## src/rtl/up_sample_interp.sv

```systemverilog
// up_sample_interp: FIFO-buffered sample-rate up-converter driven by a 32-bit phase accumulator,
// producing linear interpolation or zero-order hold at the full clk_DA rate.
module up_sample_interp #(
    parameter int DATA_W  = 12,
    parameter int FIFO_AW = 3,
    parameter int FRAC_W  = 8
) (
    input  logic              clk_DA,
    input  logic              rst_n,
    input  logic [31:0]       sample_fre,
    input  logic              interp_en,
    input  logic [DATA_W-1:0] data_in,
    input  logic              data_in_valid,
    output logic              data_in_ready,
    output logic [DATA_W-1:0] data_out,
    output logic              data_out_valid,
    output logic              clk_sample,
    output logic [FIFO_AW:0]  fifo_level,
    output logic              underflow
);
    typedef enum logic [1:0] {IDLE, PRIME0, PRIME1, RUN} state_t;
    state_t state_q, state_d;
    logic [DATA_W-1:0] mem_q [2**FIFO_AW];
    logic [FIFO_AW:0] wr_q, rd_q;
    logic [31:0] addr_q, addr_d;
    logic signed [DATA_W-1:0] s0_q, s0_d, s1_q, s1_d;
    logic under_q, under_d;
    logic [32:0] sum;
    logic [DATA_W-1:0] head;
    logic push, pop, empty, adv;
    logic v1_q, v2_q;
    logic signed [DATA_W-1:0] p_s0_q;
    logic signed [DATA_W:0] diff_q;
    logic [FRAC_W-1:0] frac_q;
    logic [DATA_W-1:0] out_q, interp;
    logic signed [DATA_W+FRAC_W:0] prod;

    assign fifo_level     = wr_q - rd_q;
    assign empty          = fifo_level == '0;
    // level never exceeds 2^FIFO_AW, so the MSB alone flags full
    assign data_in_ready  = !fifo_level[FIFO_AW];
    assign push           = data_in_valid && data_in_ready;
    assign head           = mem_q[rd_q[FIFO_AW-1:0]];
    assign sum            = {1'b0, addr_q} + {1'b0, sample_fre};
    assign adv            = state_q == RUN && sum[32];
    assign clk_sample     = addr_q[31];
    assign underflow      = under_q;
    assign data_out       = out_q;
    assign data_out_valid = v2_q;
    assign prod   = $signed({{FRAC_W{diff_q[DATA_W]}}, diff_q}) * $signed({{(DATA_W+1){1'b0}}, frac_q});
    assign interp = p_s0_q + DATA_W'(prod >>> FRAC_W);

    always_comb begin
        state_d = state_q;
        addr_d  = addr_q;
        s0_d    = s0_q;
        s1_d    = s1_q;
        under_d = under_q;
        pop     = 1'b0;
        case (state_q)
            IDLE:   state_d = fifo_level >= (FIFO_AW+1)'(2) ? PRIME0 : IDLE;
            PRIME0: begin
                pop     = 1'b1;
                s0_d    = head;
                state_d = PRIME1;
            end
            PRIME1: begin
                pop     = 1'b1;
                s1_d    = head;
                addr_d  = '0;
                state_d = RUN;
            end
            default: begin
                addr_d = sum[31:0];
                if (adv) begin
                    s0_d    = s1_q;
                    s1_d    = empty ? s1_q : head;
                    pop     = !empty;
                    under_d = under_q | empty;
                end
            end
        endcase
    end

    always_ff @(posedge clk_DA) begin
        if (push) mem_q[wr_q[FIFO_AW-1:0]] <= data_in;
    end

    always_ff @(posedge clk_DA) begin
        if (!rst_n) begin
            state_q <= IDLE;
            addr_q  <= '0;
            wr_q    <= '0;
            rd_q    <= '0;
            s0_q    <= '0;
            s1_q    <= '0;
            under_q <= 1'b0;
            v1_q    <= 1'b0;
            p_s0_q  <= '0;
            diff_q  <= '0;
            frac_q  <= '0;
            out_q   <= '0;
            v2_q    <= 1'b0;
        end else begin
            state_q <= state_d;
            addr_q  <= addr_d;
            s0_q    <= s0_d;
            s1_q    <= s1_d;
            under_q <= under_d;
            wr_q    <= push ? wr_q + 1'b1 : wr_q;
            rd_q    <= pop ? rd_q + 1'b1 : rd_q;
            v1_q    <= state_q == RUN;
            p_s0_q  <= s0_q;
            diff_q  <= {s1_q[DATA_W-1], s1_q} - {s0_q[DATA_W-1], s0_q};
            frac_q  <= addr_q[31 -: FRAC_W];
            out_q   <= interp_en ? interp : p_s0_q;
            v2_q    <= v1_q;
        end
    end
endmodule

```

## config.mk

```make
export PLATFORM = sky130hd
export DESIGN_NAME = up_sample_interp
export DESIGN_NICKNAME = d
export VERILOG_FILES = /design/src/rtl/up_sample_interp.sv
export SDC_FILE = /design/constraint.sdc
export NUM_CORES = 1
export LEC_CHECK = 0
export ABC_AREA = 0
export CORE_MARGIN = 1.5
export CORE_UTILIZATION = 55
export CTS_BUF_LIST = sky130_fd_sc_hd__clkbuf_4 sky130_fd_sc_hd__clkbuf_8
export CTS_CLUSTER_DIAMETER = 150
export DETAILED_ROUTE_END_ITERATION = 7
export PLACE_DENSITY = 0.83
export SLEW_MARGIN = 20
export SYNTH_ARGS = -nofsm -noshare
export SYNTH_HDL_FRONTEND = slang
export SYNTH_SLANG_ARGS = --single-unit
```

## constraint.sdc

```tcl
create_clock -name clk_DA -period 7.3 [get_ports clk_DA]
set_input_delay 1.095 -clock clk_DA [delete_from_list [all_inputs] [get_ports clk_DA]]
set_output_delay 1.095 -clock clk_DA [all_outputs]
set_load 0.01 [all_outputs]
```

==> results.json, run 1 <==
{
  "outcome": "complete, no violations",
  "dp_slack_ns": 0.668,
  "placementRows": 57,
  "clock-sinks": 213,
  "die_area_mm2": 0.0260,
  "vias_per_cell": 5.57,
  "cpLargestDelayFamily": "adder cells",
  "dr_total_vias": 9457,
  "syn_to_final_growth_pct": 12.6,
  "synthTopCellsByArea": "edfxtp_1 (21%), dfxtp_1 (17%), fa_1 (12%), ha_1 (9.4%), and2_1 (4.5%)",
  "fin_crit_sh_pct": 88.7,
  "drc": 0,
  "grt_max_degree": 110,
  "ios": 68,
  "wirelength_um": 28000,
  "clockBufferDepth": 3,
  "worst_ep_required_time_ns": 7.72,
  "synthFlopType": "dfxtp_1",
  "cp_common_cell": "xnor2_1",
  "drt-pass1-iter-count": 4,
  "cp.depth": 28,
  "crit_fanout": 13,
  "clkTransAtPathRegs_ns": 0.06,
  "design_area_mm2": 0.0155,
  "cts_buffers": 36,
  "fin_tns_setup_ns": 0,
  "synth.yosys.warnings": 0,
  "grt_pass1_vias": 9981,
  "synth_edf_count": 96,
  "critPathArrivalTime_ns": 6.90,
  "drive_above_1_share_pct": 7.85,
  "synth.distinct_cells": 75,
  "diodes": 0,
  "port_buffers": 67,
  "synth_seq_cells": 213,
  "num-nets-final": 1585,
  "maxCapViolations": 0,
  "dieWidth_um": 161,
  "antenna_found_initial": 0,
  "dpl-instance-area_mm2": 0.0147,
  "wl_per_cell_um": 16.5,
  "finalWorstSetupSlack_ns": 0.821,
  "final_util_pct": 63.3,
  "setup_viol": 0,
  "maxSlewViolCount": 0,
  "dp_hpwl_um": 20500,
  "cp-start-kind": "flip-flop",
  "path_buf_inv": 3,
  "core_area_mm2": 0.0245,
  "seq_area_frac_synth_pct": 38.0,
  "track_usage_pct": 22.6,
  "drtIter0Drc": 464,
  "htreeDepth": 2,
  "synth_area_mm2": 0.0138,
  "skew_ns": 0.0232,
  "synth_top_area_cell": "edfxtp_1",
  "synth.avg_cell_area_um2": 10.7,
  "hp-class": "flip-flop to flip-flop",
  "rrSetupSlack_ns": 0.82,
  "critPathSlowestCell": "dfxtp_1",
  "start_util_pct": 56.2,
  "min_period_ns": 6.48,
  "crit_type": "flip-flop to flip-flop",
  "worstSetupEndpointType": "flip-flop",
  "syn-num-nets": 1517,
  "grt_pass1_wl_um": 47600,
  "die_h_um": 161,
  "ir_drop_mv": 0.310,
  "rsz0062_at_grt": "false",
  "syn_inst": 1284,
  "min_path_cells": 1,
  "hold_viol": 0,
  "synth_top_cell_area_share_pct": 21.0,
  "tightest_slew_ns": 1.01,
  "powerDensity_mw_per_mm2": 284,
  "crit_end": "data_out[11]$_SDFF_PN0_",
  "slew_headroom_pct": 32.5,
  "timing.hold.ws_ns": 0.435,
  "gp_congestion": 0.866,
  "r2r-end": "data_out[11]$_SDFF_PN0_",
  "r2r_start": "frac_q[2]$_SDFF_PN0_",
  "crit_start": "frac_q[2]$_SDFF_PN0_",
  "clock-root-buffer": "clkbuf_8",
  "rr_worst_depth": 28,
  "clk_latency_ns": 0.54,
  "max_stage_delay_ns": 0.56,
  "final_antenna_net_count": 0,
  "tritoncts": "yes",
  "max_freq_mhz": 154,
  "async_flop_share_pct": 0,
  "overflow": 0,
  "power_leakage_nw": 6.59
}
-- state kept, by name, indices dropped and copies added, names as in the netlist, named ones only --
signal and flops:
p_s0_q 12, mem_q 96, wr_q 4, v1_q 1, diff_q 13, addr_q 32, frac_q 8, rd_q 4
s1_q 12, data_out 12, s0_q 12, data_out_valid 1, underflow 1, state_q 2
-- layer usage --
metal  global-route usage, %  wire length (µm)
met3                    2.98               994
met1                    27.8             12100
met5                       0                 0
met4                    6.69               571
met2                    41.2             14300
-- worst register-to-register path, delay by kind of cell, from the launching register on --
kind	cells	cell delay (ns)
fa+ha+maj	6	2.29
compound gates	7	1.75
simple gates	8	0.97
xor+xnor	4	0.66
flops	1	0.56
buf+inv	3	0.14
-- worst min path at each step --
stage | slack (ns) | start | end
2_1_floorplan | 0.41 | v1_q$_SDFF_PN0_ | data_out_valid$_SDFF_PN0_
3_3_place_gp | 0.41 | v1_q$_SDFF_PN0_ | data_out_valid$_SDFF_PN0_
3_5_place_dp | 0.42 | v1_q$_SDFF_PN0_ | data_out_valid$_SDFF_PN0_
4_1_cts | 0.43 | v1_q$_SDFF_PN0_ | data_out_valid$_SDFF_PN0_
5_1_grt | 0.46 | v1_q$_SDFF_PN0_ | data_out_valid$_SDFF_PN0_
6_report | 0.44 | v1_q$_SDFF_PN0_ | data_out_valid$_SDFF_PN0_
-- report_power, final --
part	internal, mW	total (mW)	switching, mW
sequential	1.44	1.62	0.178
clock	0.620	1.10	0.482
combinational	0.751	1.67	0.921
total	2.81	4.40	1.58
-- per-stage QoR --
stage | instances | power, mW
3_3_place_gp | 1638 | 3.24
2_1_floorplan | 1284 | 2.86
4_1_cts | 1699 | 4.42
5_1_grt | 1699 | 4.69
6_report | 1699 | 4.40
3_5_place_dp | 1638 | 3.30
-- layout make-up --
| cell class | instances | area [µm²] |
|---|---|---|
| fillers | 1874 | 8970 |
| multi-input cells | 888 | 7870 |
| flip-flops and latches | 213 | 5230 |
| repair buffers | 77 | 741 |
| clock buffers | 44 | 562 |
| inverters | 136 | 510 |
| well taps | 324 | 405 |
| clock inverters | 17 | 178 |
-- cells in the final DEF, fill, tap and decap left out, types with 6 or more instances in the layout --
cell	synthesis	routed
nand3_1	20	20
a21boi_0	17	17
a21oi_1	41	41
edfxtp_1	96	96
clkbuf_8	0	37
o211ai_1	6	6
ha_1	103	103
o21a_1	11	11
nor3b_1	6	6
buf_4	2	10
a21o_1	30	30
xor2_1	24	24
nor2b_1	40	40
nor2_1	42	42
nand2b_1	6	6
a211o_1	12	12
a22oi_1	11	11
mux2i_1	21	21
nor3_1	15	14
a211oi_1	6	6
inv_1	136	136
clkbuf_4	0	7
fa_1	82	82
nand2_1	90	90
clkinv_1	0	7
nand4_1	11	11
clkdlybuf4s50_1	0	66
mux4_2	24	24
xnor2_1	37	37
and2_1	99	99
o211a_1	13	13
o21ai_0	40	40
dfxtp_1	117	116
-- what timing repair did --
| action | 4_1_cts | 5_1_grt |
|---|---|---|
| hold buffers | 0 | 0 |
| setup buffers | 0 | 0 |
| resized for setup | 0 | 1 |
| endpoints found under the setup margin | 0 | 1 |
-- kinds of logic after synthesis --
logic type	Yosys count	synth area share, %
AND/OR/NAND/NOR	366	14.3
multiplexers	45	5.46
adder cells (fa/ha/maj)	185	21.3
flip-flops	213	38.0
buffers and inverters	183	5.13
AO/OA/AOI/OAI	231	12.0
XOR/XNOR	61	3.88
-- Yosys cell counts (all sizes together) (3+ instances only) --
cell,number
o31ai,5
xnor2,37
edfxtp,96
or3,5
or2,3
a22oi,11
nand2b,6
a21boi,18
nor3b,6
mux4,24
mux2i,21
fa,82
and3,3
inv,136
clkbuf,38
nand2,90
nand3b,5
o211ai,6
o21bai,5
a211o,12
a31oi,6
a22o,5
nand4,11
xor2,24
and2,101
buf,9
a21o,30
nor4,8
ha,103
dfxtp,117
a21oi,42
o21ai,42
o41ai,3
nor3,15
nand3,20
nor2b,40
o21a,11
a211oi,7
o211a,13
nand4b,3
nor2,42
Note: power is estimated with default switching activity, not from simulation.
==> run 2: changes to the inputs <==
==> constraint.sdc (replaced) <==
create_clock -name clk_DA -period 6 [get_ports clk_DA]
set_input_delay 0.9 -clock clk_DA [delete_from_list [all_inputs] [get_ports clk_DA]]
set_output_delay 0.9 -clock clk_DA [all_outputs]
set_load 0.01 [all_outputs]
==> results.json, run 2 (synthesis gave the netlist of run 1 again) <==
{
  "outcome": "complete, no violations",
  "p_total_mw": 5.82,
  "drt-pass1-iter-count": 5,
  "wl_met2_um": 15500,
  "overflow": 0,
  "antenna_found_initial": 0,
  "critPathArrivalTime_ns": 6.25,
  "fillCellCount": 1767,
  "slew_headroom_pct": 26.7,
  "wirelength_met1_um": 12300,
  "powerDensity_mw_per_mm2": 357,
  "largest_reg_flops": 96,
  "clk_latency_ns": 0.54,
  "port_buffers": 67,
  "maxSlewViolCount": 0,
  "wirelength_um": 29900,
  "cp-start-kind": "flip-flop",
  "drive_above_1_share_pct": 14.8,
  "crit_fanout": 3,
  "clockBufferDepth": 3,
  "fin_tns_setup_ns": 0,
  "dpl-instance-area_mm2": 0.0152,
  "design_area_mm2": 0.0163,
  "rrSetupSlack_ns": 0.23,
  "cp.depth": 26,
  "final_antenna_net_count": 0,
  "crit_end": "data_out[10]$_SDFF_PN0_",
  "layout_commonest_cell": "inv_1",
  "die_h_um": 161,
  "ios": 68,
  "top_layer_used": "met4",
  "min_period_ns": 5.77,
  "diodes": 0,
  "maxCapViolations": 0,
  "critPathSlowestCell": "fa_1",
  "track_usage_pct": 23.5,
  "num-nets-final": 1647,
  "crit_start": "diff_q[5]$_SDFF_PN0_",
  "drc": 0,
  "hold_buffers": 0,
  "power_leakage_nw": 7.07,
  "gp_congestion": 0.853,
  "die_area_mm2": 0.0260,
  "dr_total_vias": 9917,
  "cpLargestDelayFamily": "adder cells",
  "dr_wl_met3_um": 1220,
  "syn_to_final_growth_pct": 18.5,
  "hold_viol": 0,
  "path_buf_inv": 5,
  "clkTransAtPathRegs_ns": 0.06,
  "core_area_mm2": 0.0245,
  "dieWidth_um": 161,
  "placementRows": 57,
  "worst_ep_required_time_ns": 6.47,
  "clock-root-buffer": "clkbuf_8",
  "wl_per_cell_um": 16.9,
  "hp-class": "flip-flop to flip-flop",
  "tightest_slew_ns": 1.10,
  "grt_pass1_vias": 10300,
  "worstSetupEndpointType": "flip-flop",
  "clock-sinks": 213,
  "vias_per_cell": 5.61,
  "setup_viol": 0,
  "dp_hpwl_um": 21700,
  "grt_pass1_wl_um": 48900,
  "max_freq_mhz": 173,
  "drtIter0Drc": 576,
  "htreeDepth": 2,
  "r2r-end": "data_out[10]$_SDFF_PN0_",
  "final_cell_mix": "inv_1 (133), dfxtp_1 (107), and2_1 (99)",
  "max_stage_delay_ns": 0.52,
  "cts_buffers": 37,
  "tritoncts": "yes",
  "grt_max_degree": 74,
  "r2r_start": "diff_q[5]$_SDFF_PN0_",
  "rr_worst_depth": 26,
  "ir_drop_mv": 0.355,
  "skew_ns": 0.0225,
  "start_util_pct": 56.2,
  "fin_crit_sh_pct": 96.2,
  "crit_type": "flip-flop to flip-flop"
}
==> run 2: through the flow <==
stage	std cells	utilization [%]	hold slack [ns]	setup slack, ns
2_1_floorplan	1284	-	0.412	0.0198
3_3_place_gp	1694	62.0	0.419	-0.0439
3_5_place_dp	1694	62.0	0.432	-0.227
4_1_cts	1762	65.9	0.442	-0.00750
5_1_grt	1767	66.6	0.464	-0.0296
6_report	1767	66.6	0.434	0.226
==> run 2: power by group <==
group / internal [mW] / switching (mW)
logic: 1.01 / 1.22
clock network: 1.03 / 0.625
registers: 1.76 / 0.181
total: 3.80 / 2.03
==> run 2: final cells by class <==
class / instances / area [µm²] / share of cell area (%)
Inverter: 136 / 510 / 3.13
Clock buffer: 47 / 609 / 3.74
Sequential cell: 213 / 5250 / 32.2
Clock inverter: 21 / 323 / 1.98
Timing Repair Buffer: 138 / 1200 / 7.38
Tap cell: 324 / 405 / 2.49
Multi-Input combinational cell: 888 / 8000 / 49.1
==> run 2: worst min-delay path by stage <==
stage	end	cells after the start	startpoint	slack [ns]
2_1_floorplan	data_out_valid$_SDFF_PN0_	1	v1_q$_SDFF_PN0_	0.41
3_3_place_gp	data_out_valid$_SDFF_PN0_	1	v1_q$_SDFF_PN0_	0.42
3_5_place_dp	data_out_valid$_SDFF_PN0_	1	v1_q$_SDFF_PN0_	0.43
4_1_cts	data_out_valid$_SDFF_PN0_	1	v1_q$_SDFF_PN0_	0.44
5_1_grt	data_out_valid$_SDFF_PN0_	1	v1_q$_SDFF_PN0_	0.46
6_report	data_out_valid$_SDFF_PN0_	1	v1_q$_SDFF_PN0_	0.43
==> run 2: what timing repair did <==
item / in CTS / in global routing
pin swaps: 2 / 38
buffers inserted: 0 / 5
resized for setup: 9 / 43
setup endpoints to repair: 2 / 3
gates cloned: 0 / 0
==> run 2: routing by layer <==
| metal | vias to the layer above | track usage, % |
|---|---|---|
| met3 | 76 | 3.60 |
| met5 | - | 0 |
| met1 | 4897 | 27.9 |
| li1 | 4720 | - |
| met4 | 0 | 9.05 |
| met2 | 224 | 42.8 |
==> run 3: changes to the inputs <==
--- a/config.mk
+++ b/config.mk
@@ -6,6 +6,7 @@
 export NUM_CORES = 1
 export LEC_CHECK = 0
 export ABC_AREA = 0
+export CAP_MARGIN = 40
 export CORE_MARGIN = 1.5
 export CORE_UTILIZATION = 55
 export CTS_BUF_LIST = sky130_fd_sc_hd__clkbuf_4 sky130_fd_sc_hd__clkbuf_8
==> results.json, run 3 (synthesis gave the netlist of run 1 again) <==
{
  "critPathArrivalTime_ns": 6.27,
  "max_stage_delay_ns": 0.52,
  "dp_hpwl_um": 22000,
  "ir_drop_mv": 0.450,
  "grt_use_met3_pct": 3.00,
  "antenna_found_initial": 0,
  "max_freq_mhz": 171,
  "switching_share_pct": 35.7,
  "die_h_um": 161,
  "clock-sinks": 213,
  "drc": 0,
  "crit_type": "flip-flop to flip-flop",
  "cp-start-kind": "flip-flop",
  "worst_ep_required_time_ns": 6.43,
  "clkTransAtPathRegs_ns": 0.06,
  "track_usage_pct": 23.6,
  "drive_above_1_share_pct": 15.6,
  "largest_reg_flops": 96,
  "crit_fanout": 4,
  "rsz0062_at_grt": "true",
  "top_usage_layer": "met2",
  "placementRows": 57,
  "slew_headroom_pct": 43.2,
  "tightest_slew_ns": 0.851,
  "hp-class": "flip-flop to flip-flop",
  "cts_buffers": 37,
  "intPower_mw": 3.61,
  "rr_worst_depth": 27,
  "hold_viol": 0,
  "skew_ns": 0.0208,
  "comb_power_share_pct": 40.6,
  "ios": 68,
  "clockBufferDepth": 3,
  "wl_per_cell_um": 16.8,
  "clkPwrFrac_pct": 25.0,
  "met2_usage_pct": 42.8,
  "power_leakage_nw": 7.06,
  "gp_congestion": 0.853,
  "min_period_ns": 5.85,
  "core_area_mm2": 0.0245,
  "final_cell_mix": "inv_1 (133), dfxtp_1 (107), and2_1 (99), ha_1 (99), edfxtp_1 (96)",
  "vias_per_cell": 5.62,
  "drtIter0Drc": 563,
  "critPathSlowestCell": "fa_1",
  "power_frac_seq_pct": 34.4,
  "maxCapViolations": 0,
  "clock-root-buffer": "clkbuf_8",
  "worstSetupEndpointType": "flip-flop",
  "clk_latency_ns": 0.53,
  "maxSlewViolCount": 0,
  "p_switching_mw": 2.01,
  "diodes": 0,
  "dr_total_vias": 9986,
  "fin_crit_sh_pct": 97.5,
  "syn_to_final_growth_pct": 18.4,
  "final_util_pct": 66.6,
  "wirelength_um": 29900,
  "dieWidth_um": 161,
  "port_buffers": 67,
  "grt_pass1_wl_um": 49500,
  "min_path_cells": 1,
  "overflow": 0,
  "layout_commonest_cell": "inv_1",
  "setup_viol": 0,
  "die_area_mm2": 0.0260,
  "p_total_mw": 5.62,
  "num-nets-final": 1660,
  "tritoncts": "yes",
  "powerDensity_mw_per_mm2": 345,
  "drt-pass1-iter-count": 5,
  "htreeDepth": 2,
  "grt_pass1_vias": 10400,
  "final_antenna_net_count": 0,
  "start_util_pct": 56.2,
  "outcome": "complete, no violations",
  "grt_max_degree": 74,
  "grtUsageMet1_pct": 28.4
}
-- run 3: cell types whose count changed in the layout (fill, tap and decap cells not counted), moves of 2 or more --
cell       change
clkbuf_4       +4
nand2_2        +2
o21ai_2        +3
bufinv_16      -5
o21ai_1        -2
clkinv_2       -2
buf_6          +4
buf_4          +8
-- run 3: metrics by stage --
| stage | hold slack (ns) | std cells | setup WS [ns] | cell area [µm²] | TNS [ns] |
|---|---|---|---|---|---|
| finish | 0.442 | 1777 | 0.151 | 16300 | 0 |
| global route | 0.462 | 1777 | -0.100 | 16300 | -0.125 |
| CTS | 0.442 | 1765 | 0.0113 | 16100 | 0 |
| detailed placement | 0.428 | 1698 | -0.276 | 15200 | -0.405 |
| global placement | 0.419 | 1694 | -0.0439 | 15200 | -0.0439 |
| floorplan | 0.412 | 1284 | 0.0198 | 13800 | 0 |
-- run 3: final timing paths --
kind                   startpoint                        end  slack, ns
max          diff_q[6]$_SDFF_PN0_    data_out[11]$_SDFF_PN0_       0.15
min reg2reg       v1_q$_SDFF_PN0_  data_out_valid$_SDFF_PN0_       0.44
min               v1_q$_SDFF_PN0_  data_out_valid$_SDFF_PN0_       0.44
max reg2reg  diff_q[6]$_SDFF_PN0_    data_out[11]$_SDFF_PN0_       0.15
-- run 3: critical path, delay by kind of cell, from the launching register on --
| family | cells | cell delay (ns) |
|---|---|---|
| adder cells (fa/ha/maj) | 6 | 2.51 |
| AO/OA/AOI/OAI | 6 | 1.08 |
| flip-flops | 1 | 0.35 |
| buffers and inverters | 3 | 0.24 |
| AND/OR/NAND/NOR | 8 | 0.90 |
| XOR/XNOR | 4 | 0.66 |
-- run 3: final cells by class --
class | count | area [µm²]
inverters | 136 | 510
well taps | 324 | 405
clock buffers | 50 | 626
clock inverters | 15 | 160
multi-input cells | 888 | 8010
flip-flops and latches | 213 | 5250
repair buffers | 151 | 1320
fillers | 1782 | 8180
-- run 3: power by group through the flow --
stage / combinational (mW) / sequential [mW] / clock (mW)
floorplan: 1.59 / 1.89 / 0
global placement: 2.10 / 1.94 / 0
detailed placement: 2.19 / 1.95 / 0
CTS: 2.23 / 1.93 / 1.43
global route: 2.51 / 1.96 / 1.50
finish: 2.28 / 1.94 / 1.40
-- run 3: metal layers --
| layer | share of wire [%] | routed length [µm] | up-vias |
|---|---|---|---|
| met4 | 3.2 | 954 | 0 |
| met2 | 52 | 15500 | 229 |
| met5 | 0 | 0 | - |
| met1 | 41 | 12300 | 4924 |
| met3 | 3.7 | 1100 | 78 |
| li1 | - | - | 4755 |
-- run 3: what timing repair did --
item	in CTS	in global routing
pin swaps	5	44
buffers inserted	2	10
gates resized for setup	19	37
endpoints found under the setup margin	2	4
hold buffers	0	0
==> edit (settings of run 1) <==
Take the reset off `addr_q`, `wr_q`, `rd_q`, `s0_q` and `s1_q` and load them in a clocked block of their own.
--- a/src/rtl/up_sample_interp.sv
+++ b/src/rtl/up_sample_interp.sv
@@ -91,7 +91,2 @@
             state_q <= IDLE;
-            addr_q  <= '0;
-            wr_q    <= '0;
-            rd_q    <= '0;
-            s0_q    <= '0;
-            s1_q    <= '0;
             under_q <= 1'b0;
@@ -105,8 +100,3 @@
             state_q <= state_d;
-            addr_q  <= addr_d;
-            s0_q    <= s0_d;
-            s1_q    <= s1_d;
             under_q <= under_d;
-            wr_q    <= push ? wr_q + 1'b1 : wr_q;
-            rd_q    <= pop ? rd_q + 1'b1 : rd_q;
             v1_q    <= state_q == RUN;
@@ -119,2 +109,10 @@
     end
+
+    always_ff @(posedge clk_DA) begin
+        addr_q <= addr_d;
+        wr_q   <= push ? wr_q + 1'b1 : wr_q;
+        rd_q   <= pop ? rd_q + 1'b1 : rd_q;
+        s0_q   <= s0_d;
+        s1_q   <= s1_d;
+    end
 endmodule
Function: changed (a bounded check fails within 4 cycles, from zero or initial values and one cycle with rst_n low).
==> edit against run 1 <==
- the run now ends with DRC left
- area after synthesis is 0.20% higher
- setup slack worse by 0.16 ns
- synthesized cell count down 6.9%
- final area grew 0.88%
- sequential cell count stayed put
- routed wire length fell by 4.3%
- die area rose by 0.19%
- critical endpoint unchanged
Power is not compared: it rests on default switching activity, and its combinational part moved more than twofold at a synthesized area within 25%.
==> edit: results (changes against run 1) <==
vias per cell - 5.50 (-1.2%)
first-pass GRT wire length - 45.2 mm (-5.1%)
multi-input logic area - 7250 um^2 (-7.9%)
number of synthesized flops with an enable pin - 160 (+67%)
Worst-Margin Slew - 0.776 ns (-0.229 ns)
main flop type after synthesis - edfxtp_1
Final HPWL DP - 20.1 mm (-2.3%)
Clock Skew - 0.0531 ns (+0.0298 ns)
clock buffer count - 49 (+11%)
largest net degree at the start of global routing - 58 (-47%)
metal2 WL - 13.5 mm (-6.1%)
clock network area share - 0.0503 (+0.00255)
fin cells - 1630 (-4.1%)
setup slack, reg-to-reg - 0.66 ns (-0.16 ns)
number of nets in the layout - 1511 (-4.7%)
Post-synth ARST share - 0 (unchanged)
DR iter-0 viols - 511 (+10%)
Sequential Area - 5870 um^2 (+12%)
GRT Overall Usage - 0.216 (-0.00982)
post-synthesis cell type count - 63 (-16%)
fraction of layout instances using a drive strength above 1 - 0.106 (+0.0279)
largest cells by area after synthesis - edfxtp_1 (35%), fa_1 (12%), ha_1 (9.4%)
DRC - 2 (+2)
status - complete, but fails checks
Critical Path AT - 7.12 ns (+0.22 ns)
Hold Path Stages - 1 (unchanged)
failing checks - DRC
met3 WL - 1.33 mm (+33%)
syn nets - 1428 (-5.9%)
initial antenna violation count - 0 (unchanged)
H-tree Lvls - 2 (unchanged)
post-synthesis mux area share - 0.0645 (+0.00997)
Final non-clock buffer share - 0.0487 (+0.000864)
Commonest cells post-synth - edfxtp_1 (160), inv_1 (149), ha_1 (103)
bufs w/o clock - 79 (+2.6%)
CTS Root Cell - clkbuf_8
fillers - 1834 (-2.1%)
vias in the first global route - 9408 (-5.7%)
multi-input gates - 799 (-10%)
register area share after synthesis - 0.426 (+0.0457)
crit-path max cell delay - 0.58 ns (+0.02 ns)
drt wl/cell - 16.4 um (-0.22%)
M1 WL - 11.6 mm (-4.1%)
Non-clock inverters - 149 (+9.6%)
[edit: worst min path at each step]
| stage | end | slack, ns |
|---|---|---|
| after floorplan | data_out_valid | 0.41 |
| after global placement | data_out_valid | 0.43 |
| after detailed placement | data_out_valid | 0.42 |
| after CTS | data_out_valid | 0.44 |
| after global routing | data_out_valid | 0.45 |
| final | data_out_valid | 0.44 |
[edit: per-layer routing]
metal  GRT usage  vias up
met5           0        -
met4      0.0593        0
met3      0.0408       36
met2       0.380      214
met1       0.272     4385
li1            -     4330
[edit: power by group]
group          leakage [nW]  switching (mW)  internal [mW]  total, mW
sequential             1.91           0.278           1.81       2.09
clock                 0.397           0.482          0.657       1.14
combinational          4.27            2.17           1.82       3.99
total                  6.58            2.93           4.28       7.21
[edit: per-stage QoR]
step,util,setup slack [ns],hold WS (ns)
6_report,0.639,0.658,0.436
2_1_floorplan,-,1.15,0.412
3_3_place_gp,0.606,0.848,0.433
4_1_cts,0.638,0.669,0.438
3_5_place_dp,0.606,0.611,0.421
5_1_grt,0.639,0.111,0.447
